## src/rtl/chip_pkg.sv

```systemverilog
// Shared chip-level constants: button channel count and the bit position of
// each front-panel button on io_in / btn_raw.
package chip_pkg;

  localparam int unsigned NUM_BTN = 5;

  // Channel indices, matching io_in bit positions
  localparam int unsigned BTN_CONFIRM     = 0;
  localparam int unsigned BTN_CLEAR       = 1;
  localparam int unsigned BTN_ALGO_SELECT = 2;
  localparam int unsigned BTN_ENTER0      = 3;
  localparam int unsigned BTN_ENTER1      = 4;

  // Default number of consecutive agreeing samples needed to accept a change
  localparam int unsigned DEBOUNCE_CYCLES_DEFAULT = 16;

endpackage : chip_pkg

```

## src/rtl/debounce_channel.sv

```systemverilog
// One button channel: two-flop synchronizer, saturating agreement counter,
// debounced level register and a registered rising-edge strobe.
module debounce_channel #(
  parameter int unsigned DebounceCycles = 16
) (
  input  logic clock,
  input  logic reset,
  input  logic raw_i,
  output logic level_o,
  output logic pulse_o
);

  localparam int unsigned    CntW   = $clog2(DebounceCycles);
  localparam logic [CntW-1:0] CntMax = CntW'(DebounceCycles - 1);

  logic            sync0_q, sync1_q;
  logic            stable_q, stable_d;
  logic            pulse_q, pulse_d;
  logic [CntW-1:0] cnt_q, cnt_d;

  // Synchronize the asynchronous raw level into the clock domain
  always_ff @(posedge clock) begin
    if (reset) begin
      sync0_q <= 1'b0;
      sync1_q <= 1'b0;
    end else begin
      sync0_q <= raw_i;
      sync1_q <= sync0_q;
    end
  end

  // Count consecutive mismatching samples; commit on the last one. The strobe is
  // computed alongside the commit so it lines up with the first high level cycle.
  always_comb begin
    stable_d = stable_q;
    cnt_d    = '0;
    pulse_d  = 1'b0;
    if (sync1_q != stable_q) begin
      if (cnt_q == CntMax) begin
        stable_d = sync1_q;
        pulse_d  = sync1_q;
      end else begin
        cnt_d = cnt_q + 1'b1;
      end
    end
  end

  // Debounce state registers
  always_ff @(posedge clock) begin
    if (reset) begin
      stable_q <= 1'b0;
      cnt_q    <= '0;
      pulse_q  <= 1'b0;
    end else begin
      stable_q <= stable_d;
      cnt_q    <= cnt_d;
      pulse_q  <= pulse_d;
    end
  end

  assign level_o = stable_q;
  assign pulse_o = pulse_q;

endmodule : debounce_channel

```

## src/rtl/button_conditioner.sv

```systemverilog
// Front-panel button conditioner: NUM_BTN independent debounce channels.
// btn_pulse feeds the confirm/clear/enter strobes directly and
// btn_level[BTN_ALGO_SELECT] serves as the mode level downstream.
module button_conditioner #(
  parameter int unsigned NUM_BTN         = chip_pkg::NUM_BTN,
  parameter int unsigned DEBOUNCE_CYCLES = chip_pkg::DEBOUNCE_CYCLES_DEFAULT
) (
  input  logic               clock,
  input  logic               reset,
  input  logic [NUM_BTN-1:0] btn_raw,
  output logic [NUM_BTN-1:0] btn_level,
  output logic [NUM_BTN-1:0] btn_pulse
);

  // A single-sample window would defeat debouncing and give a zero-width counter
  if (DEBOUNCE_CYCLES < 2) begin : g_bad_param
    $error("button_conditioner: DEBOUNCE_CYCLES must be >= 2");
  end

  // One fully independent channel per button
  for (genvar i = 0; i < NUM_BTN; i++) begin : g_chan
    debounce_channel #(
      .DebounceCycles(DEBOUNCE_CYCLES)
    ) u_chan (
      .clock  (clock),
      .reset  (reset),
      .raw_i  (btn_raw[i]),
      .level_o(btn_level[i]),
      .pulse_o(btn_pulse[i])
    );
  end

endmodule : button_conditioner

```

## config.mk

```make
export PLATFORM = sky130hd
export DESIGN_NAME = button_conditioner
export DESIGN_NICKNAME = d
export VERILOG_FILES = /design/src/rtl/chip_pkg.sv /design/src/rtl/debounce_channel.sv /design/src/rtl/button_conditioner.sv
export SDC_FILE = /design/constraint.sdc
export NUM_CORES = 1
export LEC_CHECK = 0
export CORE_MARGIN = 2
export CORE_UTILIZATION = 55
export CTS_CLUSTER_DIAMETER = 100
export DETAILED_ROUTE_END_ITERATION = 8
export HOLD_SLACK_MARGIN = 0.06
export PLACE_DENSITY = 0.75
export SYNTH_ARGS = -nofsm -noshare
export SYNTH_HDL_FRONTEND = slang
export SYNTH_SLANG_ARGS = --single-unit
```

## constraint.sdc

```tcl
create_clock -name clock -period 3 [get_ports clock]
set_input_delay 0.6 -clock clock [delete_from_list [all_inputs] [get_ports clock]]
set_output_delay 0.6 -clock clock [all_outputs]
set_load 0.05 [all_outputs]
```

==> out/qor.yml <==
status: "complete, no violations"
critPathMaxFanout: 4
nets: 160
rsz0062_at_grt: "no"
num_vias: 867
ctsRootBufferMaster: "clkbuf_4"
grt_overflow: 0
syn_inst: 138
cp_slowest_cell: "clkdlybuf4s50_1"
slew_headroom: 0.442
clk_latency_ns: 0.33
rows: 18
yosys_warnings: 0
end_kind: "output pin"
synthMuxAreaShare: 0.0333
cts.reportedPaths.clkPinSlew_ns: 0.11
syn_area_mm2: 0.00150
gp_congestion: 0.682
grt_pass1_vias: 865
crit_chain: "clkdlybuf4s50_1"
cpLargestDelayFamily: "buffers and inverters"
numPortBuffers: 16
cts_tree: "done"
drive_above_1_share: 0.114
hold_viol: 0
htreeDepth: 2
track_usage: 0.149
final_common_cell: "dfxtp_1"
n_antenna_cell: 0
postCtsResizedCells: 0
cap_violations: 0
fp.dieW_um: 56.3
pin_count: 17
cts_buffers: 5
cts_buffer_depth: 2
drt-initial-drc-count: 19
ys_ff_latch: 40
synth_top_family_by_area: "simple AND/OR/NAND/NOR gates"
synth-xor-area-share: 0.0874
setup_viol: 0
synth_compound_area_frac: 0
syn_nets: 150
worstHoldPathType: "flip-flop to flip-flop"
post_drt_wl_per_cell_um: 11.4
die_h_um: 56.3
synth_simple_gate_area_frac: 0.232
grt_max_degree: 31
antenna_found_initial: 0
grt_pass1_wl_um: 3640
synthAdderAreaFrac: 0.0416
fin_crit_ns: 2.18
fin_tns_setup_ns: 0
power_leakage_uw: 0.000754
layout_common_cells: "40 x dfxtp_1, 20 x nor2_1, 16 x clkdlybuf4s50_1"
clock_skew_ns: 0.00494
ir_worst_vdd_mv: 0.464
postCtsHoldBufs: 0
max_freq_mhz: 459
synth.distinct_cells: 16
via_per_inst: 4.84
avgSynthCellArea_um2: 10.9
cp_slowest_stage_delay_ns: 0.83
synthToLayoutAreaGrowth_pct: 12.1
period_share: 0.726
dr.pass1.iters: 4
synth_seq_area_share: 0.532
start_kind: "flip-flop"
post-dp-hpwl_um: 1450
core_area_mm2: 0.00254
wirelength_um: 2040
drc: 0
worst_slew_pin_slew_ns: 0.835
crit_required_ns: 2.40
critPathKind: "flip-flop to output pin"
cts.sinks: 40
drv_slew: 0
ant_nets: 0
post-cts-setup-buffer-count: 0
whs_ns: 0.450
path_buf_inv: 1
arrival_ns: 1.58
power_density_mw_per_mm2: 537
dieArea_mm2: 0.00317
start_util: 0.591
final timing paths:
kind              cells past startpoint                      start                       end  slack, ns
setup / recovery                      1   g_chan[3].u_chan.level_o              btn_level[3]       0.82
hold / removal                        1   g_chan[1].u_chan.sync0_q  g_chan[1].u_chan.sync1_q       0.45
setup reg to reg                      3  g_chan[0].u_chan.cnt_q[0]  g_chan[0].u_chan.pulse_o       1.93
hold reg to reg                       1   g_chan[1].u_chan.sync0_q  g_chan[1].u_chan.sync1_q       0.45
cell usage after synthesis:
master,number,area [um2]
clkbuf_1,1,3.75
mux2i_1,5,50.1
nor2_1,20,75.1
and3b_2,5,50.1
buf_4,11,82.6
ha_1,5,62.6
xor2_1,15,131
inv_1,5,18.8
buf_2,1,5.00
nand3_1,5,25.0
dfxtp_1,40,801
and2b_1,4,30.0
nor4b_1,5,43.8
nor2b_1,6,37.5
nand3_2,5,50.1
nand3b_1,5,37.5
state kept, by name, indices dropped and copies added (netlist names):
| signal | count |
|---|---|
| g_chan.u_chan.cnt_q | 20 |
| g_chan.u_chan.sync0_q | 5 |
| g_chan.u_chan.pulse_o | 5 |
| g_chan.u_chan.level_o | 5 |
| g_chan.u_chan.sync1_q | 5 |
routing by layer:
layer / vias to the layer above / track usage / routed length [um]
met3: 4 / 0.0484 / 109
li1: 461 / - / -
met1: 382 / 0.182 / 983
met5: - / 0 / 0
met4: 0 / 0.0714 / 34
met2: 20 / 0.237 / 916
worst reg2reg max path, cell delays in order (launching register included):
cell	delay, ns
dfxtp_1	0.37
ha_1	0.20
nand3_2	0.12
nor4b_1	0.29
logic make-up (layout without fill, tap and decap cells):
kind of cell / count (synthesis) / after routing
flip-flops: 40 / 40
AND/OR/NAND/NOR: 55 / 55
multiplexers: 5 / 5
XOR/XNOR: 15 / 15
adder cells (fa/ha/maj): 5 / 5
buffers and inverters: 18 / 29
through the flow:
step                std cells  cell area [um2]  utilization  setup WS [ns]  power [uW]
floorplan                 138             1500            -           1.84         572
global placement          171             1610        0.633          0.960         581
detailed placement        171             1610        0.633          0.892         582
CTS                       179             1690        0.663          0.796         921
global route              179             1690        0.663          0.740         945
finish                    179             1690        0.663          0.822         906
layout make-up:
cell class,instances,area (um2)
multi-input cells,80,593
fillers,203,858
clock inverters,2,35.0
clock buffers,6,41.3
inverters,5,18.8
repair buffers,16,160
well taps,30,37.5
flip-flops and latches,40,801
power breakdown:
group	total, uW	internal [uW]	switching (uW)	leakage, uW
Clock	336	175	161	0.0000422
Combinational	26.2	15.5	10.6	0.000388
Sequential	544	539	4.53	0.000325
Note: power is estimated with default switching activity, not from simulation.
==> RTL change 1: new RTL, same flow settings <==
Set the package constant `DEBOUNCE_CYCLES_DEFAULT` to 32 (it was 16).
--- a/src/rtl/chip_pkg.sv
+++ b/src/rtl/chip_pkg.sv
@@ -12,7 +12,7 @@
   localparam int unsigned BTN_ENTER1      = 4;
 
   // Default number of consecutive agreeing samples needed to accept a change
-  localparam int unsigned DEBOUNCE_CYCLES_DEFAULT = 16;
+  localparam int unsigned DEBOUNCE_CYCLES_DEFAULT = 32;
 
 endpackage : chip_pkg
 
Function: same outputs for any inputs over 10 cycles, from zero or initial values and one cycle with reset high; that may be too few to reach the edited logic, so the function may still have changed.
==> RTL change 1 against the unedited design <==
- area after synthesis rose by 13%
- critical endpoint is now btn_level[4]
- sequential share of layout area fell by 0.078 points
- highest routed layer unchanged
- sequential cell count rose by 5
- wire length rose by 6.7%
- total power rose by 11%
- sequential power rose by 12%
- cell count rose by 11%
- cell area rose by 13%
- setup slack got worse by 0.027 ns
- global-route usage rose by 0.16 points
==> RTL change 1: results (changes against the unedited design) <==
placed_design:
  dp_hpwl_um: 1632  # +13%
  placedCellCount: 190  # +11%
  dp_worst_setup_slack_ns: 0.8155  # -0.07614 ns
  gp_congestion: 0.6834  # +0.26%
  placed_area_mm2: 0.001817  # +13%
critical_path:
  endpoint: "btn_level[4]"
  arrival_ns: 1.61  # +0.03 ns
  ff2ff_setup_slack_ns: 1.42  # -0.51 ns
  crit_fanout: 4  # unchanged
  r2r-end: "g_chan[4].u_chan.cnt_q[3]"
  r2r_start: "g_chan[4].u_chan.cnt_q[0]"
  reg2regPathDepth: 5  # +2
  startpoint: "g_chan[4].u_chan.level_o"
synth:
  synth_area_leaders: "dfxtp_1 (53%), ha_1 (7.4%), xnor2_1 (5.2%)"
  syn_inst: 153  # +11%
  synthTopCellsByCount: "dfxtp_1 (45), nor2_1 (20)"
  ys_seq_area_share_pct: 53.14  # -0.11 points
  syn_nets: 170  # +13%
global_route:
  grt_pass1_wl_um: 3988  # +9.7%
  grt_max_degree: 27  # -13%
  grt_pass1_vias: 982  # +14%
  grt.total_usage_pct: 15.05  # +0.16 points
min_path:
  worstHoldStart: "g_chan[2].u_chan.cnt_q[0]"
  hold_path_end: "g_chan[2].u_chan.cnt_q[0]"
layout:
  largest_register_ffs: 25  # +25%
  finalNonFillerCells: 198  # +11%
  drive_gt1_share_pct: 11.52  # +0.11 points
  finalInstanceArea_mm2: 0.001901  # +13%
  fin_nets: 181  # +13%
  nFillCells: 243  # +20%
detailed_routing:
  vias_per_cell: 5.061  # +4.5%
  drt_iter0_drc: 30  # +11
power_and_ir_drop:
  seqPwrFrac_pct: 60.7  # +0.7 points
  peakVddDrop_uv: 295.7  # -36%
  p_leak_nw: 0.7665  # +1.6%
  switching_share_pct: 20.58  # +1.1 points
  design_power_total_mw: 1.006  # +11%
  power_frac_clock_pct: 36.6  # -0.5 points
timing:
  tightest_slew_ns: 0.8062  # -0.02889 ns
  fin_hold_ws_ns: 0.4492  # -0.0005740 ns
  period_needed_ns: 2.206  # +0.02748 ns
  fin_skew_ns: 0.01089  # +0.005947 ns
cts:
  cts_htree_levels: 2  # unchanged
  clkLatencyLatePin_ns: 0.35  # +0.02 ns
  clk_pin_slew_worst_paths_ns: 0.14  # +0.03 ns
run_status:
  status: "completed"
==> RTL change 1: area by class of cell <==
cell class	instances	area (um2)	share of cell area [%]
multi-input combinational	95	706.9	37.20
clock inverter	3	46.29	2.436
clock buffer	5	37.54	1.975
tap	33	41.29	2.172
timing repair buffer	17	167.7	8.822
sequential	45	900.9	47.40
==> RTL change 1: cells by family after synthesis <==
logic type	after synthesis	synth area share [%]
AND/OR/NAND/NOR	65	23.62
flip-flops	45	53.14
XOR/XNOR	15	7.749
buffers and inverters	13	5.166
adder cells (fa/ha/maj)	10	7.380
multiplexers	5	2.952
==> RTL change 1: layer usage <==
metal	track usage, %	up-vias	part of all wire, %
met5	0	-	0
met4	6.032	0	0.60
met3	6.987	2	5.1
met2	24.49	17	49
met1	17.08	467	45
li1	-	516	-
==> RTL change 1: worst reg2reg max path, stage by stage (launching register included) <==
cell	delay, ns
dfxtp_1	0.35
ha_1	0.22
and3_1	0.21
ha_1	0.23
or3_4	0.41
nor2_1	0.10
==> RTL change 2: new RTL, same flow settings <==
Without the edit above. Add an input register stage for `btn_raw`; this delays it by one clock.
--- a/src/rtl/button_conditioner.sv
+++ b/src/rtl/button_conditioner.sv
@@ -12,6 +12,12 @@
   output logic [NUM_BTN-1:0] btn_pulse
 );
 
+  logic [NUM_BTN-1:0] btn_raw_q;
+
+  always_ff @(posedge clock) begin
+      btn_raw_q <= btn_raw;
+  end
+
   // A single-sample window would defeat debouncing and give a zero-width counter
   if (DEBOUNCE_CYCLES < 2) begin : g_bad_param
     $error("button_conditioner: DEBOUNCE_CYCLES must be >= 2");
@@ -24,7 +30,7 @@
     ) u_chan (
       .clock  (clock),
       .reset  (reset),
-      .raw_i  (btn_raw[i]),
+      .raw_i  (btn_raw_q[i]),
       .level_o(btn_level[i]),
       .pulse_o(btn_pulse[i])
     );
Formal check against the unedited RTL: no difference found for any inputs over 10 cycles, from zero or initial values and one cycle with reset high; that may be too few to reach the edited logic, so the function may still have changed.
==> RTL change 2 against the unedited design <==
- sequential cell count rose by 5
- cell area rose by 7.3%
- global-route usage fell by 1.6 points
- fmax fell by 0.41%
- total power rose by 19%
- first-iteration DRC count fell by 63%
- setup slack got worse by 0.0089 ns
- sequential share of layout area rose by 2.3 points
- clock power rose by 30%
- utilization fell by 0.67 points
- wire length fell by 6.8%
- critical path depth did not move
- area after synthesis rose by 6.3%
- largest power group unchanged
- highest routed layer unchanged
==> RTL change 2: results (changes against the unedited design) <==
run_status:
  status: "completed"
detailed_routing:
  top_layer: "met4"
  m1WireLength_um: 848  # -14%
  wl_met3_um: 95  # -13%
  vias_per_cell: 4.859  # +0.33%
  dr.pass1.iters: 2  # -2
  wl_met2_um: 918  # +0.22%
  drt_iter0_drc: 7  # -12
  routed_wl_um: 1905  # -6.8%
critical_path:
  cpPeakStageDelay_ns: 0.84
  path_delay_family: "buffers and inverters"
  reg2regPathDepth: 4  # +1
  crit_fanout: 4  # unchanged
  arrival_ns: 1.59
  cp-start-kind: "register"
  crit_slowest_cell: "clkdlybuf4s50_1"
cts:
  post_cts_buffers: 0  # unchanged
  cts-buffers-inserted: 5  # unchanged
  cts_root_buffer: "clkbuf_4"
  post_cts_resize_count: 0  # unchanged
  clock_path_buffers: 2  # unchanged
  clk_pin_slew_worst_paths_ns: 0.12
  clkLatencyLatePin_ns: 0.34
  cts_htree_levels: 2  # unchanged
min_path:
  hold_path_depth: 1  # unchanged
  hp-class: "register to register"
timing:
  tightest_slew_ns: 0.8294  # -0.005674 ns
  fin_skew_ns: 0.008344  # +0.003404 ns
placed_design:
  placed_area_mm2: 0.001707  # +6.0%
  io_buffer_count: 16  # unchanged
  gp_congestion: 0.6753  # -0.92%
  dp_hpwl_um: 1363  # -5.8%
synth:
  synth_cell_types: 16  # unchanged
  synth-warning-count: 0  # unchanged
  synth_area_leaders: "dfxtp_1 (56%), xor2_1 (8.2%), buf_4 (5.2%)"
  synthTopCellsByCount: "dfxtp_1 (45), nor2_1 (20), xor2_1 (15)"
  ys_seq_area_share_pct: 56.34  # +3.1 points
  async_flop_share_pct: 0  # unchanged
  syn_nets: 155  # +3.3%
layout:
  num_antenna_cells: 0  # unchanged
  largest_register_ffs: 20  # unchanged
  top_register: "g_chan.u_chan.cnt_q"
  fin_nets: 165  # +3.1%
  drive_gt1_share_pct: 11.04  # -0.37 points
power_and_ir_drop:
  switching_share_pct: 18.01  # -1.5 points
  peakVddDrop_uv: 628.3  # +35%
  p_leak_nw: 0.8101  # +7.4%
global_route:
  grt_pass1_wl_um: 3312  # -8.9%
  grt_max_degree: 31  # unchanged
  grt_pass1_vias: 849  # -1.8%
  grt.total_usage_pct: 13.28  # -1.6 points
  antenna_found_initial: 0  # unchanged
==> RTL change 2: cell types whose count changed after synthesis, sizes merged <==
cell   change
dfxtp      +5
==> RTL change 2: worst paths after layout <==
path | to | from | slack [ns]
hold / removal | g_chan[2].u_chan.sync0_q | btn_raw_q[2] | 0.45
hold reg to reg | g_chan[2].u_chan.sync0_q | btn_raw_q[2] | 0.45
setup reg to reg | g_chan[1].u_chan.level_o | g_chan[1].u_chan.cnt_q[0] | 1.90
setup / recovery | btn_level[0] | g_chan[0].u_chan.level_o | 0.81
==> RTL change 2: power by group through the flow <==
stage          logic [mW]  clock network, mW  registers (mW)
2_1_floorplan      0.0170                  0           0.627
3_3_place_gp       0.0254                  0           0.627
3_5_place_dp       0.0259                  0           0.628
4_1_cts            0.0260              0.449           0.614
5_1_grt            0.0287              0.474           0.616
6_report           0.0255              0.437           0.614
==> RTL change 2: final cells by class <==
cell class,instances,area [um2]
Timing Repair Buffer,16,160.2
Tap cell,31,38.79
Clock inverter,3,65.06
Clock buffer,5,37.54
Inverter,5,18.77
Fill cell,231,948.4
Sequential cell,45,900.9
Multi-Input combinational cell,80,588.1
==> RTL change 2: cell families after synthesis <==
group | after synthesis | synth area share, %
simple gates | 55 | 21.52
xor+xnor | 15 | 8.216
flops | 45 | 56.34
mux | 5 | 3.130
fa+ha+maj | 5 | 3.912
buf+inv | 18 | 6.885
==> RTL change 2: routing by layer <==
layer,global-route usage (%),vias to the layer above
li1,-,473
met1,14.51,406
met2,21.59,15
met3,4.688,5
met4,8.970,0
met5,0,-
==> RTL change 2: per-stage QoR <==
step / hold slack (ns) / instances / utilization (%) / worst slack, ns
floorplan: 0.4109 / 143 / - / 1.842
global placement: 0.4137 / 177 / 61.89 / 0.9459
detailed placement: 0.4183 / 177 / 61.89 / 0.9311
CTS: 0.4523 / 185 / 65.61 / 0.7867
global route: 0.4572 / 185 / 65.61 / 0.7423
finish: 0.4476 / 185 / 65.61 / 0.8130
==> RTL change 2: worst register-to-register path: stages, from the launching register on <==
cell and delay [ns]:
dfxtp_1 0.35, ha_1 0.22, nand3_1 0.15, mux2i_1 0.20, nor2_1 0.05
